$ cat config.mk
export PLATFORM = sky130hd
export DESIGN_NAME = rv_muldiv_unit
export DESIGN_NICKNAME = d
export VERILOG_FILES = /design/src/rtl/rv_muldiv_unit.sv
export SDC_FILE = /design/constraint.sdc
export NUM_CORES = 1
export LEC_CHECK = 0
export BUFFER_PORTS_ARGS = -buffer_cell sky130_fd_sc_hd__buf_4
export CAP_MARGIN = 10
export CORE_UTILIZATION = 57
export DETAILED_ROUTE_END_ITERATION = 8
export PLACE_DENSITY_LB_ADDON = 0.2
export REMOVE_ABC_BUFFERS = 1
export SYNTH_ARGS = -nofsm -noshare
export SYNTH_HDL_FRONTEND = slang
export SYNTH_SLANG_ARGS = --single-unit
$ cat constraint.sdc
create_clock -name CLK -period 4.71 [get_ports CLK]
set_input_delay 0.2355 -clock CLK [delete_from_list [all_inputs] [get_ports CLK]]
set_output_delay 0.2355 -clock CLK [all_outputs]
set_load 0.005 [all_outputs]
$ cat src/rtl/rv_muldiv_unit.sv
// Iterative RV32M multiply/divide unit: radix-2 shift-add multiply, restoring divide.
// Optional MULDIV_FAST_MUL_EN: single-cycle combinational multiplier; divides stay iterative.
module rv_muldiv_unit #(
    parameter int unsigned XLEN = 32
) (
    input  logic            CLK,
    input  logic            RESET,
    input  logic            START,
    input  logic [2:0]      FUNCT3,
    input  logic [XLEN-1:0] OPERAND1,
    input  logic [XLEN-1:0] OPERAND2,
    input  logic            FLUSH,
    output logic [XLEN-1:0] RESULT,
    output logic            BUSY,
    output logic            DONE
);

    localparam int unsigned CNT_W = $clog2(XLEN) + 1;
    localparam logic [XLEN-1:0] MIN_VAL = {1'b1, {(XLEN-1){1'b0}}};

    typedef enum logic [1:0] {ST_IDLE, ST_CALC, ST_FIN} state_e;

    state_e            state_q, state_d;
    logic [2:0]        op_q, op_d;
    logic              neg_q, neg_d;
    logic [XLEN-1:0]   m_q, m_d, hi_q, hi_d, lo_q, lo_d, result_q, result_d;
    logic [CNT_W-1:0]  cnt_q, cnt_d;
    logic              busy_q, busy_d, done_q, done_d;

    // Accept-time decode: signedness, magnitudes and divide corner cases
    logic              s1, s2, a_neg, b_neg, div0, ovf, is_corner;
    logic [XLEN-1:0]   mag1, mag2, corner_res;

    always_comb begin
        s2         = (FUNCT3 == 3'b001) | (FUNCT3[2] & ~FUNCT3[0]);
        s1         = s2 | (FUNCT3 == 3'b010);
        a_neg      = s1 & OPERAND1[XLEN-1];
        b_neg      = s2 & OPERAND2[XLEN-1];
        mag1       = a_neg ? -OPERAND1 : OPERAND1;
        mag2       = b_neg ? -OPERAND2 : OPERAND2;
        div0       = (OPERAND2 == '0);
        ovf        = ~FUNCT3[0] & (OPERAND1 == MIN_VAL) & (&OPERAND2);
        is_corner  = FUNCT3[2] & (div0 | ovf);
        if (div0) begin
            corner_res = FUNCT3[1] ? OPERAND1 : '1;
        end else begin
            corner_res = FUNCT3[1] ? '0 : OPERAND1;
        end
    end

`ifdef MULDIV_FAST_MUL_EN
    logic signed [2*XLEN-1:0] fa, fb, fp;
    logic [XLEN-1:0]          fast_res;

    always_comb begin
        fa       = {{XLEN{a_neg}}, OPERAND1};
        fb       = {{XLEN{b_neg}}, OPERAND2};
        fp       = fa * fb;
        fast_res = (FUNCT3[1:0] == 2'b00) ? fp[XLEN-1:0] : fp[2*XLEN-1:XLEN];
    end
`endif

    // One iteration: {hi,lo} shift-add for multiply, shift-subtract for divide
    logic [XLEN:0]     add_sum, shifted, diff;
    logic [XLEN-1:0]   step_hi, step_lo;

    always_comb begin
        add_sum = {1'b0, hi_q} + (lo_q[0] ? {1'b0, m_q} : '0);
        shifted = {hi_q, lo_q[XLEN-1]};
        diff    = shifted - {1'b0, m_q};
        if (op_q[2]) begin
            if (!diff[XLEN]) begin
                step_hi = diff[XLEN-1:0];
                step_lo = {lo_q[XLEN-2:0], 1'b1};
            end else begin
                step_hi = shifted[XLEN-1:0];
                step_lo = {lo_q[XLEN-2:0], 1'b0};
            end
        end else begin
            step_hi = add_sum[XLEN:1];
            step_lo = {add_sum[0], lo_q[XLEN-1:1]};
        end
    end

    // Sign fix-up and result selection after the last iteration
    logic [2*XLEN-1:0] prod, prod_s;
    logic [XLEN-1:0]   q_s, r_s, calc_res;

    always_comb begin
        prod   = {step_hi, step_lo};
        prod_s = neg_q ? -prod : prod;
        q_s    = neg_q ? -step_lo : step_lo;
        r_s    = neg_q ? -step_hi : step_hi;
        if (op_q[2]) begin
            calc_res = op_q[1] ? r_s : q_s;
        end else begin
            calc_res = (op_q[1:0] == 2'b00) ? prod_s[XLEN-1:0] : prod_s[2*XLEN-1:XLEN];
        end
    end

    always_comb begin
        state_d  = state_q;
        op_d     = op_q;
        neg_d    = neg_q;
        m_d      = m_q;
        hi_d     = hi_q;
        lo_d     = lo_q;
        cnt_d    = cnt_q;
        result_d = result_q;
        busy_d   = 1'b0;
        done_d   = 1'b0;
        case (state_q)
            ST_IDLE, ST_FIN: begin
                state_d = ST_IDLE;
                if (START) begin
                    op_d  = FUNCT3;
                    hi_d  = '0;
                    cnt_d = '0;
                    if (FUNCT3[2]) begin
                        m_d   = mag2;
                        lo_d  = mag1;
                        neg_d = FUNCT3[1] ? a_neg : (a_neg ^ b_neg);
                    end else begin
                        m_d   = mag1;
                        lo_d  = mag2;
                        neg_d = a_neg ^ b_neg;
                    end
                    if (is_corner) begin
                        state_d  = ST_FIN;
                        done_d   = 1'b1;
                        result_d = corner_res;
`ifdef MULDIV_FAST_MUL_EN
                    end else if (!FUNCT3[2]) begin
                        state_d  = ST_FIN;
                        done_d   = 1'b1;
                        result_d = fast_res;
`endif
                    end else begin
                        state_d = ST_CALC;
                        busy_d  = 1'b1;
                    end
                end
            end
            ST_CALC: begin
                hi_d   = step_hi;
                lo_d   = step_lo;
                cnt_d  = cnt_q + CNT_W'(1);
                busy_d = 1'b1;
                if (cnt_q == CNT_W'(XLEN - 1)) begin
                    state_d  = ST_FIN;
                    busy_d   = 1'b0;
                    done_d   = 1'b1;
                    result_d = calc_res;
                end
            end
            default: state_d = ST_IDLE;
        endcase
        // Squash wins over everything, including a same-cycle request
        if (FLUSH) begin
            state_d  = ST_IDLE;
            busy_d   = 1'b0;
            done_d   = 1'b0;
            result_d = result_q;
        end
    end

    always_ff @(posedge CLK or negedge RESET) begin
        if (!RESET) begin
            state_q  <= ST_IDLE;
            op_q     <= '0;
            neg_q    <= 1'b0;
            m_q      <= '0;
            hi_q     <= '0;
            lo_q     <= '0;
            cnt_q    <= '0;
            result_q <= '0;
            busy_q   <= 1'b0;
            done_q   <= 1'b0;
        end else begin
            state_q  <= state_d;
            op_q     <= op_d;
            neg_q    <= neg_d;
            m_q      <= m_d;
            hi_q     <= hi_d;
            lo_q     <= lo_d;
            cnt_q    <= cnt_d;
            result_q <= result_d;
            busy_q   <= busy_d;
            done_q   <= done_d;
        end
    end

    assign RESULT = result_q;
    assign BUSY   = busy_q;
    assign DONE   = done_q;

endmodule

Word-level counts from Yosys, hierarchy flattened
Index checks and enable logic that the tools add are counted.
{"block": "word_totals", "ff_bits": 142, "latch_bits": 0, "mem_bits_rw": 0, "mem_bits_ro": 0, "inputBits": 71, "out_inout_bits": 34, "word_cells": 94, "memories": 0}
{"block": "classes", "n_addsub": 8, "multipliers": 0, "div": 0, "order_cmp": 0, "n_eq_ne": 10, "shift": 0, "n_mux": 45, "n_bitwise": 12, "n_reduce_logical": 9}
{"cell": "$mux W32", "count": 21}
{"cell": "$pmux W32 S2", "count": 3}
{"cell": "$neg A32 Y32", "count": 4}
{"cell": "$mux W64", "count": 1}
{"cell": "$neg A64 Y64", "count": 1}
{"cell": "$add A32 B32 Y33", "count": 1}
{"cell": "$sub A33 B32 Y33", "count": 1}
{"cell": "$eq A32 B32 Y1 const B", "count": 1}
{"cell": "$logic_not A32 Y1", "count": 1}
{"cell": "$reduce_and A32 Y1", "count": 1}
{"cell": "$pmux W6 S2", "count": 1}
{"cell": "$mux W1", "count": 11}
{"cell": "$mux W2", "count": 4}
{"cell": "$add A6 B1 Y6 const B", "count": 1}
{"cell": "$and A1 B1 Y1", "count": 6}
{"cell": "$eq A6 B5 Y1 const B", "count": 1}
{"cell": "$mux W6", "count": 1}
{"cell": "$ne A2 B2 Y1 const B", "count": 3}
{"cell": "$reduce_and A5 Y1", "count": 1}
{"cell": "$logic_not A2 Y1", "count": 2}
{"cell": "$pmux W1 S2", "count": 2}
{"cell": "$pmux W2 S2", "count": 1}
{"cell": "$reduce_and A2 Y1", "count": 2}
{"cell": "$eq A3 B1 Y1 const B", "count": 1}
{"cell": "9 further kinds", "count": 12}

Logic depth before layout (Yosys ltp)
{"block": "depth", "depth_word": 9, "depth_mapped": 22, "depth_no_buf": 21}

Worst setup path after synthesis
No wires, ideal clock.
{"block": "synth_timing", "path_type": "flip-flop to flip-flop", "start": "register lo_q[31]", "end": "register result_q[20] (netlist: RESULT[20])", "setup_ns": 0.077, "t_arrival_ns": 4.846, "required_ns": 4.633, "slack_ns": -0.213, "path_stages_with_launch": 22, "path_cell_list": "dfrtp_1 > inv_1 > ha_1 > inv_1 > fa_1 > a211oi_1 > nor3_1 > o21ai_1 > a21boi_4 > nor3_4 > clkbuf_1 > o31ai_1 > inv_1 > ha_1 > nand3_1 > or3_1 > o41ai_1 > inv_1 > o41ai_1 > xnor2_1 > o21ai_1 > a21oi_1"}
{"block": "synth_between", "elab_chain_len": 9, "word_cells_on_any_way": 16, "classes_between": "add/sub (4); mux (12)"}
{"element": "from (decl)", "line": "26", "source": "logic [XLEN-1:0] m_q, m_d, hi_q, hi_d, lo_q, lo_d, result_q, result_d;"}
{"element": "from (signal assigned)", "line": "185", "source": "lo_q <= lo_d;"}
{"element": "$sub A33 B32 Y33", "line": "70", "source": "diff = shifted - {1'b0, m_q};"}
{"element": "$mux W1 or $mux W32 (tied branches)", "line": "72", "source": "if (!diff[XLEN]) begin"}
{"element": "$mux W32", "line": "71", "source": "if (op_q[2]) begin"}
{"element": "$neg A64 Y64 (tied with other cells)", "line": "91", "source": "prod_s = neg_q ? -prod : prod;"}
{"element": "$mux W64 (tied with other cells)", "line": "91"}
{"element": "$mux W32 (on tied branches)", "line": "97, 95"}
{"element": "$mux W32 *", "line": "94", "source": "if (op_q[2]) begin"}
{"element": "$mux W32 *", "line": "149", "source": "if (cnt_q == CNT_W'(XLEN - 1)) begin"}
{"element": "$pmux W32 S2 *", "line": "112", "source": "case (state_q)"}
{"element": "to (signal assigned)", "line": "187", "source": "result_q <= result_d;"}
{"element": "to (decl)", "line": "26"}
Mark *: on every way between the ends. The rest lies on a longest branch, timed or not. The select of a mux whose other input is x is not followed.
A chain may end at the register's enable or synchronous reset.

Final worst setup path
Same ends and word-level chain as after synthesis.

==> Implementation_results.wiki <==
{| class="wikitable"
! Metric !! Value
|-
| Initial standard-cell utilization of the core || 58.1%
|-
| Max stage delay cell, worst path || fa_2
|-
| Max-capacitance violation count || 0
|-
| Final routed DRC violation total || 0
|-
| Register-to-register path setup slack || -0.07 ns
|-
| Start-to-end type of the worst setup path || flip-flop to flip-flop
|-
| Largest net degree at the start of global routing || between 90 and 100
|-
| Static leakage || 8.79 nW
|-
| Count of flip-flops with a built-in enable after synthesis || 0
|-
| Final Max Tran Viols || 0
|-
| I/O Buffers || between 100 and 150
|-
| Number of storage elements in the synthesis netlist || between 100 and 150
|-
| Average via count per standard cell || between 6 and 7
|-
| WL final || between 60000 and 70000 µm
|-
| Post-layout net count || ~2700
|-
| Worst-margin pin slew || between 1 and 1.5 ns
|-
| Buffers from clock root to sink, at most || 2
|-
| Violated checks || negative setup slack
|-
| FF-to-FF path depth || 24
|-
| Power density normalized to cell area || 559 nW/µm²
|-
| Height of the chip || 173 µm
|-
| Largest voltage drop on the vdd net || approximately 0.00026 V
|-
| Final setup TNS || -0.187 ns
|-
| Total gr overflow || 0
|-
| Worst slack, placed || -0.312 ns
|-
| Reg clk slew, reported paths || ~0.06 ns
|-
| Number of warnings reported in the yosys synthesis log || 0
|-
| Delay of the slowest cell on the worst path || a little over 0.4 ns
|-
| Synthesized area per cell || 7.19 µm²
|-
| Detailed-route via count || between 20000 and 25000
|-
| Final std cell area, no fill || 20300 µm²
|-
| Wire length of the first global-routing pass || 107000 µm
|-
| Hold path startpoint || FUNCT3[0]
|-
| Required time at the worst-slack endpoint || around 5.1 ns
|-
| Critical path endpoint category || flip-flop
|-
| End of the worst hold path || op_q[0]$_DFFE_PN0P_
|-
| Floorplan core area || 28700 µm²
|-
| Data arrival, critical path || 5.15 ns
|-
| End-of-flow core utilization || around 71%
|-
| Antenna violations before repair || 2
|-
| Crit path top cell by count || buf_4
|-
| Overall Global Routing Usage || 45.9%
|-
| Number of global-route vias before repair || approximately 19000
|-
| Area of the mapped netlist || roughly 17000 µm²
|-
| Final HPWL from detailed placement || between 50000 and 60000 µm
|-
| First-iteration detailed-routing DRC count || 2438
|-
| Crit start category || flip-flop
|-
| Most frequent cells in the layout || buf_4 (356), nand2_1 (321), o21ai_0 (214), nor2_1 (191), a21oi_1 (190)
|-
| Placed instance area || ~19000 µm²
|-
| Die span in x || approximately 170 µm
|-
| End of the worst register-to-register path || RESULT[20]$_DFFE_PN0P_
|-
| Clock tree root buffer cell || clkbuf_16
|-
| Cell row count || 62
|-
| Top FF cell, synth || dfrtp_1
|-
| Post-synthesis to final-layout area growth || 21.7%
|-
| Post-Synthesis Cells || 2318
|-
| Setup repair after global routing missed its margin || yes
|-
| Share of synthesized area occupied by flip-flops and latches || between 20% and 30%
|-
| Beginning of the worst register-to-register path || lo_q[31]$_DFFE_PN0P_
|-
| Number of nets with antenna violations after detailed routing || 0
|-
| CTS Buf Count || 17
|-
| TritonCTS clock tree || built
|-
| Min-Delay Path Depth || 3
|-
| Routed wirelength normalized by instance count || approximately 24 µm
|-
| Final setup viols || 6
|-
| Cell breakdown of the critical path || inv_1 > ha_2 > inv_2 > fa_2 > a211oi_2 > nor3_1 > o21ai_1 > buf_4 > a21boi_4 > nor3_4 > buf_4 > o31ai_1 > inv_1 > ha_1 > nand3_1 > or3_4 > buf_4 > o41ai_1 > buf_4 > inv_1 > o41ai_2 > xnor2_1 > o21ai_1 > a21oi_1
|-
| Max frequency || roughly 0.21 GHz
|-
| I/O pin count || approximately 110
|-
| Portion of the clock cycle consumed by the worst path in the final layout || 102%
|-
| Proportion of synthesized flip-flops having asynchronous set or reset || 100%
|-
| Final Wtd Congestion || 1.08
|-
| Min cycle time layout || between 4 and 5 ns
|-
| Source-to-sink clock delay at the later pin of the worst-skew pair || around 0.45 ns
|-
| Most common cell after layout, fill and taps aside || buf_4
|-
| Slew HR || between 20% and 30%
|-
| Unique masters post-synth || slightly above 100
|-
| Clock Skew || 0.0120 ns
|-
| Max Fanout on Critical Path || 6
|-
| Iteration count of the initial detailed-routing pass || 6
|-
| Proportion of layout cells with a drive suffix above 1 || 20.0%
|-
| Path category of the worst min-delay check || input pin to flip-flop
|-
| Run status || complete, but fails checks
|-
| Floorplan die area || about 30000 µm²
|-
| Setup ws final || -0.0737 ns
|-
| Number of sinks driven by the clock tree || between 100 and 150
|-
| Max H-tree Level || 4
|-
| Number of endpoints with negative hold slack in the final report || 0
|-
| Filler cells || about 2500
|}
## where the power goes
part / total (W) / switching, W / internal [W] / leakage [nW]
Sequential: 0.00192 / 0.000383 / 0.00154 / 1.80
Combinational: 0.00794 / 0.00472 / 0.00322 / 6.69
Clock: 0.00148 / 0.000584 / 0.000901 / 0.301
Total: 0.0113 / 0.00568 / 0.00566 / 8.79
## Yosys cell counts, types with 12 or more instances
cell type	number	share of area, %
a211oi_1	34	1.5
a21o_1	30	1.4
a21oi_1	195	5.9
a221o_1	12	0.72
a22o_1	22	1.2
a31oi_1	30	1.1
and2_1	44	1.7
and3_1	14	0.53
buf_1	24	0.54
buf_2	16	0.48
clkbuf_1	108	2.4
dfrtp_1	142	21
ha_1	70	5.3
inv_1	79	1.8
mux2i_1	49	2.9
nand2_1	322	7.3
nand2b_1	16	0.60
nand3_1	52	1.6
nand4_1	37	1.4
nor2_1	194	4.4
nor3_1	59	1.8
nor4_1	22	0.83
o211ai_1	24	1.1
o21a_1	13	0.59
o21ai_0	215	6.5
o21ai_1	17	0.51
o221ai_1	31	1.6
o22ai_1	12	0.45
o31ai_1	38	1.7
or2_2	13	0.49
or3_1	20	0.75
xnor2_1	85	4.5
xor2_1	74	3.9
## worst max-delay path: cells and delay by family (launching register included)
kind                       cells  cell delay, ns
AOI/OAI and AO/OA              8            1.52
buffers and inverters          8            1.06
and+or+nand+nor                4            0.79
adders and majority gates      3            0.76
DFF                            1            0.37
xor gates and xnor gates       1            0.17
## flip-flops by register name (all words and copies together) (netlist names)
name     count
BUSY         1
DONE         1
RESULT      32
cnt_q        6
hi_q        32
lo_q        32
m_q         32
neg_q        1
op_q         3
state_q      2
## stage by stage
stage                     instances  total power [W]  hold WS [ns]
after floorplan                2168          0.00598       -0.0601
after global placement         2891          0.00907         0.211
after detailed placement       2891          0.00917         0.209
after CTS                      2926           0.0107        0.0426
after global routing           2946           0.0119        0.0617
final                          2947           0.0113        0.0544
## logic make-up (layout without fill, tap and decap cells)
| group | after synthesis | after routing | synth area share (%) |
|---|---|---|---|
| other | 0 | 1 | 0 |
| buffers and inverters | 231 | 475 | 5.39 |
| AND/OR/NAND/NOR | 851 | 851 | 24.2 |
| XOR/XNOR | 159 | 159 | 8.36 |
| flip-flops | 142 | 142 | 21.3 |
| AO/OA/AOI/OAI | 802 | 802 | 31.4 |
| multiplexers | 61 | 61 | 3.82 |
| adder cells (fa/ha/maj) | 72 | 72 | 5.50 |
## final cells by class
| cell class | instances | area (µm²) | area share [%] |
|---|---|---|---|
| multi-input combinational | 1945 | 12500 | 61.8 |
| sequential | 142 | 3560 | 17.5 |
| timing repair buffer | 363 | 2770 | 13.7 |
| clock buffer | 22 | 494 | 2.44 |
| tap | 384 | 480 | 2.37 |
| inverter | 81 | 304 | 1.50 |
| clock inverter | 9 | 131 | 0.648 |
| antenna | 1 | 2.50 | 0.0123 |
## layer usage
metal	part of all wire, %	track usage, %	vias to the layer above	routed length, µm
met1	39	59.8	9312	27100
met2	43	71.3	1413	30400
met4	6.3	25.5	2	4410
li1	-	-	8980	-
met5	0.011	0	-	8
met3	12	8.99	297	8120
## how the worst max path moves through the flow
stage | startpoint | end | slack (ns) | cells past startpoint
floorplan | op_q[2]$_DFFE_PN0P_ | RESULT[26]$_DFFE_PN0P_ | -2.68 | 12
global placement | lo_q[0]$_DFFE_PN0P_ | RESULT[29]$_DFFE_PN0P_ | -0.29 | 17
detailed placement | lo_q[0]$_DFFE_PN0P_ | RESULT[29]$_DFFE_PN0P_ | -0.31 | 17
CTS | lo_q[31]$_DFFE_PN0P_ | RESULT[26]$_DFFE_PN0P_ | 0.01 | 22
global route | lo_q[31]$_DFFE_PN0P_ | RESULT[25]$_DFFE_PN0P_ | -0.24 | 19
finish | lo_q[31]$_DFFE_PN0P_ | RESULT[20]$_DFFE_PN0P_ | -0.07 | 24
## timing repair
action,CTS,global route
endpoints found under the hold margin,44,0
resized for setup,10,56
pin swaps,2,36
setup endpoints to repair,7,28
buffers inserted,2,21
hold buffers,2,0
No activity file was read; power rests on OpenSTA's default activity.
